<file path="src/rtl/stft_frame_scheduler.sv">
// Analysis-side frame scheduler: writes samples into a circular BRAM and, every hop,
// streams the latest FRAME_LEN samples to the FFT as a real-only complex frame.
module stft_frame_scheduler #(
  parameter int FRAME_LEN = 2048,
  parameter int HOP_LEN   = 512,
  parameter int BUF_AW    = 12,
  parameter int SMP_W     = 18
) (
  input  logic                         clk,
  input  logic                         rst,
  input  logic [SMP_W-1:0]             sample_in,
  input  logic                         sample_in_valid,
  output logic                         buf_wr_en,
  output logic [BUF_AW-1:0]            buf_wr_addr,
  output logic [SMP_W-1:0]             buf_wr_data,
  output logic                         buf_rd_en,
  output logic [BUF_AW-1:0]            buf_rd_addr,
  input  logic [SMP_W-1:0]             buf_rd_data,
  output logic [2*SMP_W-1:0]           fft_data,
  output logic [$clog2(FRAME_LEN)-1:0] fft_user,
  output logic                         fft_valid,
  output logic                         fft_last,
  input  logic                         fft_ready,
  input  logic                         frame_done,
  output logic                         busy,
  output logic [15:0]                  drop_cnt,
  output logic [1:0]                   fsm_state
);

  localparam int IDX_W = $clog2(FRAME_LEN);
  localparam int HOP_W = $clog2(HOP_LEN);
  localparam logic [IDX_W:0] FILL_FULL = (IDX_W+1)'(FRAME_LEN);

  typedef enum logic [1:0] {
    IDLE      = 2'd0,
    STREAM    = 2'd1,
    WAIT_DONE = 2'd2
  } state_t;

  state_t            state;
  logic [BUF_AW-1:0] wr_ptr;
  logic [BUF_AW-1:0] wr_ptr_next;
  logic [IDX_W:0]    fill;
  logic [IDX_W:0]    fill_next;
  logic [HOP_W-1:0]  hop_cnt;
  logic              pending;
  logic [BUF_AW-1:0] frame_base;
  logic [BUF_AW-1:0] rd_base;
  logic              hop_event;
  logic              start_frame;

  logic [IDX_W:0]    rd_idx;
  logic              rd_inflight;
  logic [IDX_W-1:0]  rd_tag;
  logic [SMP_W-1:0]  sk_data [2];
  logic [IDX_W-1:0]  sk_idx  [2];
  logic              sk_wsel;
  logic              sk_rsel;
  logic [1:0]        sk_cnt;
  logic [2:0]        sk_occ;
  logic              issue;
  logic              pop;

  assign buf_wr_en   = sample_in_valid;
  assign buf_wr_addr = wr_ptr;
  assign buf_wr_data = sample_in;

  assign wr_ptr_next = wr_ptr + BUF_AW'(1);
  assign fill_next   = (fill == FILL_FULL) ? fill : fill + (IDX_W+1)'(1);
  assign hop_event   = sample_in_valid && (hop_cnt == HOP_W'(HOP_LEN - 1)) &&
                       (fill_next == FILL_FULL);
  // The pending request is consumed this cycle, so a coincident hop re-arms it rather than dropping.
  assign start_frame = (state == IDLE) && pending;

  always_ff @(posedge clk or negedge rst) begin
    if (!rst) begin
      wr_ptr     <= '0;
      fill       <= '0;
      hop_cnt    <= '0;
      pending    <= 1'b0;
      frame_base <= '0;
      drop_cnt   <= '0;
    end else begin
      if (sample_in_valid) begin
        wr_ptr  <= wr_ptr_next;
        fill    <= fill_next;
        hop_cnt <= hop_cnt + HOP_W'(1);
      end
      if (hop_event && (!pending || start_frame)) begin
        pending    <= 1'b1;
        frame_base <= wr_ptr_next - BUF_AW'(FRAME_LEN);
      end else if (start_frame) begin
        pending <= 1'b0;
      end
      if (hop_event && pending && !start_frame && (drop_cnt != 16'hFFFF)) begin
        drop_cnt <= drop_cnt + 16'd1;
      end
    end
  end

  // Output handshake: a beat transfers on any cycle where fft_valid && fft_ready; while
  // fft_valid is high and fft_ready low, fft_data/user/last are held unchanged.
  assign fft_valid = (sk_cnt != 2'd0);
  assign fft_data  = {{SMP_W{1'b0}}, sk_data[sk_rsel]};
  assign fft_user  = sk_idx[sk_rsel];
  assign fft_last  = fft_valid && (fft_user == IDX_W'(FRAME_LEN - 1));
  assign pop       = fft_valid && fft_ready;

  // A new read may issue only if the skid buffer can still absorb it after in-flight data lands.
  assign sk_occ    = {1'b0, sk_cnt} + {2'b00, rd_inflight};
  assign issue     = (state == STREAM) && !rd_idx[IDX_W] && (sk_occ < (3'd2 + {2'b00, pop}));

  assign buf_rd_en   = issue;
  assign buf_rd_addr = rd_base + BUF_AW'(rd_idx[IDX_W-1:0]);
  assign busy        = (state != IDLE);
  assign fsm_state   = state;

  always_ff @(posedge clk or negedge rst) begin
    if (!rst) begin
      state       <= IDLE;
      rd_base     <= '0;
      rd_idx      <= '0;
      rd_inflight <= 1'b0;
      rd_tag      <= '0;
      sk_data[0]  <= '0;
      sk_data[1]  <= '0;
      sk_idx[0]   <= '0;
      sk_idx[1]   <= '0;
      sk_wsel     <= 1'b0;
      sk_rsel     <= 1'b0;
      sk_cnt      <= 2'd0;
    end else begin
      rd_inflight <= issue;
      if (issue) begin
        rd_tag <= rd_idx[IDX_W-1:0];
        rd_idx <= rd_idx + (IDX_W+1)'(1);
      end
      if (rd_inflight) begin
        sk_data[sk_wsel] <= buf_rd_data;
        sk_idx[sk_wsel]  <= rd_tag;
        sk_wsel          <= ~sk_wsel;
      end
      if (pop) begin
        sk_rsel <= ~sk_rsel;
      end
      case ({rd_inflight, pop})
        2'b10:   sk_cnt <= sk_cnt + 2'd1;
        2'b01:   sk_cnt <= sk_cnt - 2'd1;
        default: sk_cnt <= sk_cnt;
      endcase

      case (state)
        IDLE: begin
          if (pending) begin
            state   <= STREAM;
            rd_idx  <= '0;
            rd_base <= frame_base;
          end
        end
        STREAM: begin
          if (pop && fft_last) begin
            state <= WAIT_DONE;
          end
        end
        WAIT_DONE: begin
          if (frame_done) begin
            state <= IDLE;
          end
        end
        default: state <= IDLE;
      endcase
    end
  end

endmodule
</file>
<file path="config.mk">
export PLATFORM = sky130hd
export DESIGN_NAME = stft_frame_scheduler
export DESIGN_NICKNAME = d
export VERILOG_FILES = /design/src/rtl/stft_frame_scheduler.sv
export SDC_FILE = /design/constraint.sdc
export NUM_CORES = 1
export LEC_CHECK = 0
export CAP_MARGIN = 40
export CORE_ASPECT_RATIO = 0.9
export CORE_UTILIZATION = 30
export DETAILED_ROUTE_END_ITERATION = 8
export PLACE_DENSITY = 0.53
export SLEW_MARGIN = 20
export SYNTH_ARGS = -nofsm -noshare
export SYNTH_HDL_FRONTEND = slang
export SYNTH_SLANG_ARGS = --single-unit
</file>
<file path="constraint.sdc">
create_clock -name clk -period 5.7 [get_ports clk]
set_clock_uncertainty 0.1 [all_clocks]
set_input_delay 1.425 -clock clk [delete_from_list [all_inputs] [get_ports clk]]
set_output_delay 1.425 -clock clk [all_outputs]
set_load 0.05 [all_outputs]
</file>
==> impl_metrics.csv <==
group,metric,value,unit
outcome,status,"finished, final reports clean",
clock_network,postCtsSetupRepairBufs,0,
clock_network,clk-insertion-delay-late,0.42,ns
clock_network,htreeDepth,4,
floorplan,ios,153,
routing,drt_iter0_markers,182,
floorplan,rows,57,
floorplan,core,27000,µm²
timing,hold_ws,0.365,ns
routing,detail-route-antenna-nets,0,
floorplan,start_util,30.5,%
synth,ys_ff_latch,162,
flow_run,max-cap-violations,0,
critical_path,worstSetupPathType,"reg -> out",
routing,vias,5343,
synth,ys_warn_count,0,
timing,period_needed,5.01,ns
synth,ys_types,56,
routing,wire_per_inst,14.4,µm
layout,layout_common_cells,"dfrtp_1, mux2_2, clkdlybuf4s50_1",
floorplan,die_w,176,µm
critical_path,endpoint_kind,"output port",
critical_path,crit-reg2reg-launch,"fill[0]$_DFFE_PN0P_",
layout,diodes,0,
floorplan,dieArea,28100,µm²
timing,setup_ws,0.686,ns
critical_path,rrSetupSlack,2.76,ns
clock_network,cts_made_buffers,17,
critical_path,cpMaxStageDelayCell,"clkdlybuf4s50_1",
clock_network,cts_resized,0,
synth,syn_avg_cell_area,11.3,µm²
timing,tns,0,ns
clock_network,cts.sinks,162,
routing,avgViaCountPerCell,4.55,
layout,instances_no_fill,1174,
timing,slew_headroom,56.7,%
synth,syn-instance-count,725,
layout,stdcell_area,10000,µm²
grt,grt_overflow,0,
placement,io_buffers,98,
grt,grt_pass1_vias,5304,
layout,utilization,37.2,%
grt,grtUsageTotal,12.8,%
layout,num-nets-final,872,
layout,layout_commonest_cell,"dfrtp_1",
timing,hold_viol,0,
placement,place_congestion,0.789,
synth,synth_area_leaders,"dfrtp_1, mux2_2, xnor2_1, nand2_1, buf_4",
routing,routed_wl,16.9,mm
timing,rsz0062_at_grt,"false",
timing,fmax,199,MHz
critical_path,cp-endpoint,"buf_rd_addr[10]",
critical_path,cp.required,4.18,ns
clock_network,ctsHoldBuffers,0,
floorplan,die_h,159,µm
synth,synth_top_cell_area_share,49.3,%
timing,tightest_slew,0.643,ns
critical_path,cp_cell_sequence,"ha_1 > inv_1 > fa_1 > nor2b_1 > o21ai_0 > a21o_1 > a31oi_1 > or4b_2 > nand3_1 > clkdlybuf4s50_1",
clock_network,clock_path_buffers,2,
routing,first_pass_iters,4,
layout,drive_gt1_share,20.1,%
power_and_ir_drop,seqPwrFrac,33.9,%
synth,yosysSeqAreaShare,49.3,%
power_and_ir_drop,p_clk_share,22.5,%
synth,syn_area,8220,µm²
power_and_ir_drop,power_density,499,nW/µm²
placement,place_inst,1142,
power_and_ir_drop,p_int,3.03,mW
timing,setup_viol,0,
critical_path,crit_path_start,"rd_idx[0]$_DFF_PN0_",
power_and_ir_drop,combPwrFrac,43.7,%
synth,synth_largest_area_cell,"dfrtp_1",
critical_path,slowest_delay,0.80,ns
power_and_ir_drop,p_sw_share,39.5,%
critical_path,regToRegEndpoint,"frame_base[4]$_DFFE_PN0P_",
power_and_ir_drop,total_power,5.01,mW
synth,synth-edff-count,0,
placement,place_area,9410,µm²
critical_path,r2r_cells,8,
grt,grt_max_degree,83,
routing,drc_errors,0,
layout,regArea,4050,µm²
power_and_ir_drop,switchingPower,1.98,mW
clock_network,clk_pin_slew_worst_paths,0.06,ns
timing,post-route-period-util,88.0,%
synth,async_flop_share,100,%
hold_path,worst_hold_path_type,"reg -> reg",
power_and_ir_drop,ir_worst_vdd,0.224,mV
grt,grt_pass1_wl,28.6,mm
layout,n_fill_cell,2691,
layout,syn_to_final_growth,22.1,%
critical_path,path_max_fanout,5,
clock_network,root_buffer,"clkbuf_16",
power_and_ir_drop,p_leak,4.50,nW
placement,hpwl,12.0,mm
grt,antenna_found_initial,0,
layout,multi_input_area,3770,µm²
synth,ys.flop_type,"dfrtp_1",
critical_path,start_kind,"register",
timing,slew_viol_final,0,
critical_path,cp.arrival,3.49,ns
clock_network,cts_tree,"built",
placement,dp_slack,0.823,ns
## layer usage
layer | part of all wire (%) | global-route usage (%)
met1 | 51 | 18.4
met2 | 44 | 18.9
met3 | 3.9 | 3.58
met4 | 1.0 | 3.33
met5 | 0 | 0
## kinds of logic (layout without fill, tap and decap cells)
| group | Yosys count | count (layout) | share of synthesized area (%) |
|---|---|---|---|
| AND/OR/NAND/NOR | 223 | 223 | 13.9 |
| XOR/XNOR | 71 | 71 | 7.57 |
| multiplexers | 115 | 115 | 16.1 |
| other | 1 | 18 | 0.0456 |
| adder cells (fa/ha/maj) | 22 | 22 | 3.44 |
| buffers and inverters | 81 | 159 | 5.56 |
| flip-flops | 162 | 162 | 49.3 |
| AO/OA/AOI/OAI | 50 | 50 | 4.04 |
## sequential cells by signal, indices dropped and copies added (netlist names)
register	cells
sk_data	36
sk_idx	22
drop_cnt	16
buf_wr_addr	12
fill	12
frame_base	12
rd_base	12
rd_idx	12
rd_tag	11
hop_cnt	9
fsm_state	2
sk_cnt	2
pending	1
rd_inflight	1
sk_rsel	1
sk_wsel	1
## how the worst min path moves through the flow
| stage | startpoint | to | slack (ns) | cells after the start |
|---|---|---|---|---|
| final | hop_cnt[5]$_DFFE_PN0P_ | hop_cnt[5]$_DFFE_PN0P_ | 0.37 | 1 |
| after CTS | hop_cnt[5]$_DFFE_PN0P_ | hop_cnt[5]$_DFFE_PN0P_ | 0.37 | 1 |
| after detailed placement | hop_cnt[5]$_DFFE_PN0P_ | hop_cnt[5]$_DFFE_PN0P_ | 0.35 | 1 |
| after global placement | hop_cnt[5]$_DFFE_PN0P_ | hop_cnt[5]$_DFFE_PN0P_ | 0.36 | 1 |
| after global routing | hop_cnt[6]$_DFFE_PN0P_ | hop_cnt[6]$_DFFE_PN0P_ | 0.39 | 1 |
| after floorplan | frame_base[11]$_DFFE_PN0P_ | rd_base[11]$_DFFE_PN0P_ | 0.33 | 2 |
## power groups by stage
stage	sequential, mW	combinational, mW	clock (mW)
after floorplan	1.72	1.55	0
after global placement	1.73	2.15	0
after detailed placement	1.72	2.19	0
after CTS	1.70	2.20	1.18
after global routing	1.75	2.34	1.22
final	1.70	2.19	1.13
## synth_stat cells (all sizes together), types with 14 or more instances
cell type	number
dfrtp	162
mux2	111
nand2	82
buf	48
xnor2	46
nand4	27
xor2	25
nor2	24
o21ai	23
ha	21
nand3	20
inv	18
and3	16
clkbuf	14
## critical path, delay by kind of cell, from the launching register on
kind | cells | cell delay, ns
buffers and inverters | 2 | 0.87
AND/OR/NAND/NOR | 3 | 0.83
AO/OA/AOI/OAI | 3 | 0.52
adder cells (fa/ha/maj) | 2 | 0.44
flip-flops | 1 | 0.43
## cell type report
type	instances	share of cell area (%)
Multi-Input combinational cell	499	37.6
Inverter	19	0.711
Sequential cell	162	40.4
Timing Repair Buffer	110	11.2
Clock inverter	10	1.26
Tap cell	354	4.41
Clock buffer	20	4.45
(Power assumes the default switching activity.)
